## config.mk

```make
export PLATFORM = sky130hd
export DESIGN_NAME = data_merger
export DESIGN_NICKNAME = d
export VERILOG_FILES = /design/src/rtl/data_merger.sv
export SDC_FILE = /design/constraint.sdc
export NUM_CORES = 1
export LEC_CHECK = 0
export ABC_AREA = 1
export BUFFER_PORTS_ARGS = -buffer_cell sky130_fd_sc_hd__buf_2
export CORE_UTILIZATION = 40
export DETAILED_ROUTE_END_ITERATION = 16
export GPL_ROUTABILITY_DRIVEN = 0
export HOLD_SLACK_MARGIN = 0.12
export SLEW_MARGIN = 15
export SYNTH_ARGS = -nofsm -noshare
export SYNTH_HDL_FRONTEND = slang
export SYNTH_SLANG_ARGS = --single-unit
```

## constraint.sdc

```tcl
create_clock -name clk -period 1.9 [get_ports clk]
set_clock_uncertainty 0.15 [all_clocks]
set_input_delay 0.095 -clock clk [delete_from_list [all_inputs] [get_ports clk]]
set_output_delay 0.095 -clock clk [all_outputs]
set_load 0.02 [all_outputs]
```

## src/rtl/data_merger.sv

```systemverilog
// Two-channel frame recombiner: the first stagecnt words of each frame come from
// channel 1, the remaining num-stagecnt words from channel 2, one word in flight.
module data_merger #(
  parameter int DW = 32,
  parameter int CW = 32
) (
  input  logic          clk,
  input  logic          rst,
  input  logic          en,
  input  logic [CW-1:0] stagecnt,
  input  logic [CW-1:0] num,
  input  logic          idata1_rdy,
  output logic          idata1_pop,
  input  logic [DW-1:0] idata1,
  input  logic          idata2_rdy,
  output logic          idata2_pop,
  input  logic [DW-1:0] idata2,
  output logic          odata_push,
  input  logic          odata_rdy,
  output logic [DW-1:0] odata,
  output logic          busy,
  output logic          frame_done
);

  typedef enum logic [2:0] {IDLE, POP, WAIT, PUSH, DONE} state_t;

  state_t        state;
  logic [CW-1:0] num_r, stage_r, cnt;
  logic [DW-1:0] hold;

  logic          sel1, src_rdy;
  logic [CW-1:0] cnt_nx;

  assign sel1    = cnt < stage_r;
  assign src_rdy = sel1 ? idata1_rdy : idata2_rdy;
  assign cnt_nx  = cnt + 1'b1;

  always_ff @(posedge clk) begin
    if (rst) begin
      state   <= IDLE;
      num_r   <= '0;
      stage_r <= '0;
      cnt     <= '0;
      hold    <= '0;
    end else begin
      case (state)
        IDLE: if (en && num != '0) begin
          num_r   <= num;
          stage_r <= (stagecnt < num) ? stagecnt : num;
          cnt     <= '0;
          state   <= POP;
        end
        POP:  if (src_rdy) state <= WAIT;
        // source FIFO data is valid the cycle after the pop
        WAIT: begin
          hold  <= sel1 ? idata1 : idata2;
          state <= PUSH;
        end
        PUSH: if (odata_rdy) begin
          cnt   <= cnt_nx;
          state <= (cnt_nx == num_r) ? DONE : POP;
        end
        DONE:    state <= IDLE;
        default: state <= IDLE;
      endcase
    end
  end

  // Strobes are gated by rst so every output reads 0 in the reset cycle itself.
  assign idata1_pop = !rst && state == POP && sel1 && idata1_rdy;
  assign idata2_pop = !rst && state == POP && !sel1 && idata2_rdy;
  assign odata_push = !rst && state == PUSH && odata_rdy;
  assign odata      = rst ? '0 : hold;
  assign busy       = !rst && state != IDLE;
  assign frame_done = !rst && state == DONE;

endmodule

```

==> results.ini <==
[status]
status = finished with violations
violations = setup timing

[global_routing]
grt_max_degree = 68
groute.usage.overall = 0.289
grt_pass1_vias = 10466
antenna_found_initial = 1
grt-ovfl-total = 0
grt_pass1_wl_mm = 51.8

[floorplan]
dieWidth_um = 151
die_area_um2 = 22900
coreArea_um2 = 21900
die_y_um = 151
start_util = 0.408
rows = 54
pin_count = 171

[timing]
whs_ns = 0.101
slew_violations = 0
slew_headroom = 0.705
hold_violations = 0
max_clock_freq_ghz = 0.394
worst_slack_ns = -0.641
setup_viol = 133
fin_crit_ns = 2.54
rsz0062_at_grt = true
tightestPinTransition_ns = 0.437
fin_crit_sh = 1.34

[logic_synthesis]
syn_nets = 1614
ys.flop_type = dfxtp_1
synth_seq_cells = 131
synth_edf_count = 0
synth_area_per_cell_um2 = 6.31
synthCells = 1417
ys_seq_area_frac = 0.293
yosysWarnings = 0
synthDistinctLibCells = 39
synthesis.area_um2 = 8940
async_flop_share = 0

[power_and_ir_drop]
combPwrFrac = 0.414
p_leak_uw = 0.00684
p_sw_uw = 4190
vdd_ir_drop_max_mv = 0.470
seqPwrFrac = 0.289
p_per_area_nw_per_um2 = 784
p_sw_frac = 0.358
internal-power_uw = 7510
clkPwrFrac = 0.296

[setup_path]
cp-start-kind = register
critPathRequiredTime_ns = 1.65
crit_path_end_kind = output pin
crit_path_max_fanout = 3
path_class = reg -> out
critPathArrivalTime_ns = 2.30

[clock_tree]
cts_tree = yes
cts_made_buffers = 17
clock_latency_ns = 0.43
cts_buffer_depth = 2
cts_max_level = 4
clkTransAtPathRegs_ns = 0.06
clockRootBuffer = clkbuf_16
clkSinkCount = 131

[place]
port_buffers = 170
placed_cell_area_um2 = 11700
dp_slack_ns = -0.519
dp_hpwl_mm = 23.4

[cells_and_area]
num_antenna_cells = 0
design_area_um2 = 14900
drive_gt1_frac = 0.354
multi_input_area_um2 = 6020
layout.area.seq_um2 = 2690
final_nets = 2122
fillers = 1811
area_growth_syn_to_layout_pct = 67.1
fin_util = 0.682

[drt]
first_iter_violations = 632
dr.pass1.iters = 6
avgRoutedWirePerCell_um = 15.7
vias = 11231
wl_mm = 34.7
antenna_left = 0
route.detailed.drc = 0
vias_per_cell = 5.06

[run]
max-cap-violations = 0

[worst_hold_path]
worstHoldPathType = in -> reg

[logic make-up (layout without fill, tap and decap cells)]
family / Yosys count / after routing / share of synthesized area
XOR/XNOR: 5 / 5 / 0.00644
adder cells (fa/ha/maj): 63 / 63 / 0.0882
AND/OR/NAND/NOR: 668 / 668 / 0.323
AO/OA/AOI/OAI: 273 / 273 / 0.170
flip-flops: 131 / 131 / 0.293
buffers and inverters: 277 / 798 / 0.118
[final timing paths]
check	start	end	slack, ns	depth (start not counted)
setup / recovery	cnt[18]	idata2_pop	-0.64	10
hold / removal	num[22]	stage_r[22]	0.10	7
setup reg to reg	cnt[18]	hold[0]	-0.50	12
hold reg to reg	stage_r[6]	stage_r[6]	0.31	2
[layout make-up]
| class | count | area share |
|---|---|---|
| Multi-Input combinational cell | 1009 | 0.404 |
| Timing Repair Buffer | 549 | 0.296 |
| Inverter | 217 | 0.0551 |
| Tap cell | 280 | 0.0235 |
| Sequential cell | 131 | 0.180 |
| Clock buffer | 18 | 0.0294 |
| Clock inverter | 14 | 0.0119 |
[routing by layer]
| layer | global-route usage | vias up | wire length, um |
|---|---|---|---|
| met4 | 0.101 | 0 | 863 |
| met5 | 0 | - | 0 |
| met1 | 0.378 | 5095 | 15400 |
| met2 | 0.485 | 415 | 16400 |
| met3 | 0.0401 | 61 | 2110 |
| li1 | - | 5660 | - |
[state kept, by name (all words and copies together) (netlist names)]
register / flops
cnt: 32
hold: 32
num_r: 32
stage_r: 32
state: 3
[placed cells by master, fill, tap and decap left out, types with 46 or more instances in the layout]
cell type / netlist / final
buf_4: 0 / 202
nand3_1: 143 / 131
ha_1: 63 / 46
a21oi_1: 121 / 110
nand2_1: 321 / 297
dfxtp_1: 131 / 92
nor2_1: 147 / 88
dlygate4sd3_1: 0 / 135
nor2_2: 4 / 52
inv_1: 214 / 176
buf_2: 14 / 168
[critical path: stages (launching register included)]
cell	delay, ns
dfxtp_2	0.36
ha_1	0.29
nand2_1	0.06
buf_4	0.14
nor4_4	0.36
nand3_4	0.14
buf_6	0.14
nand2_4	0.08
nand2_4	0.05
nor2_2	0.10
buf_6	0.13
[synthesized netlist by cell type (8+ instances only)]
library cell	count	area, um2
nand2_1	321	1200
inv_1	214	803
nor2_1	147	552
nand3_1	143	716
dfxtp_1	131	2620
a21oi_1	121	606
o21ai_0	85	425
ha_1	63	788
clkbuf_1	39	146
o211ai_1	34	255
nand4_1	23	144
buf_2	14	70.1
a211oi_1	12	90.1
a31oi_1	8	50.1
[stage by stage]
step                TNS (ns)  total power, uW  cells
global placement      -56.92             6900   2015
finish                -52.64            11700   2218
global route          -63.25            12300   2218
floorplan            -0.0350             5440   1417
CTS                   -63.38            11000   2192
detailed placement    -54.97             6940   2015
[power groups by stage]
stage	sequential (uW)	clock (uW)	combinational, uW
floorplan	3340	0	2110
global placement	3390	0	3510
detailed placement	3400	0	3540
CTS	3360	3500	4180
global route	3420	3610	5280
finish	3380	3470	4850
[timing repair]
action | in CTS | in global routing
gates resized for setup | 106 | 195
setup endpoints to repair | 84 | 134
pin swaps | 31 | 71
setup buffers | 11 | 17
hold endpoints to repair | 120 | 53
hold buffers | 133 | 30
cloned | 1 | 8
Note: power is estimated with default switching activity, not from simulation.
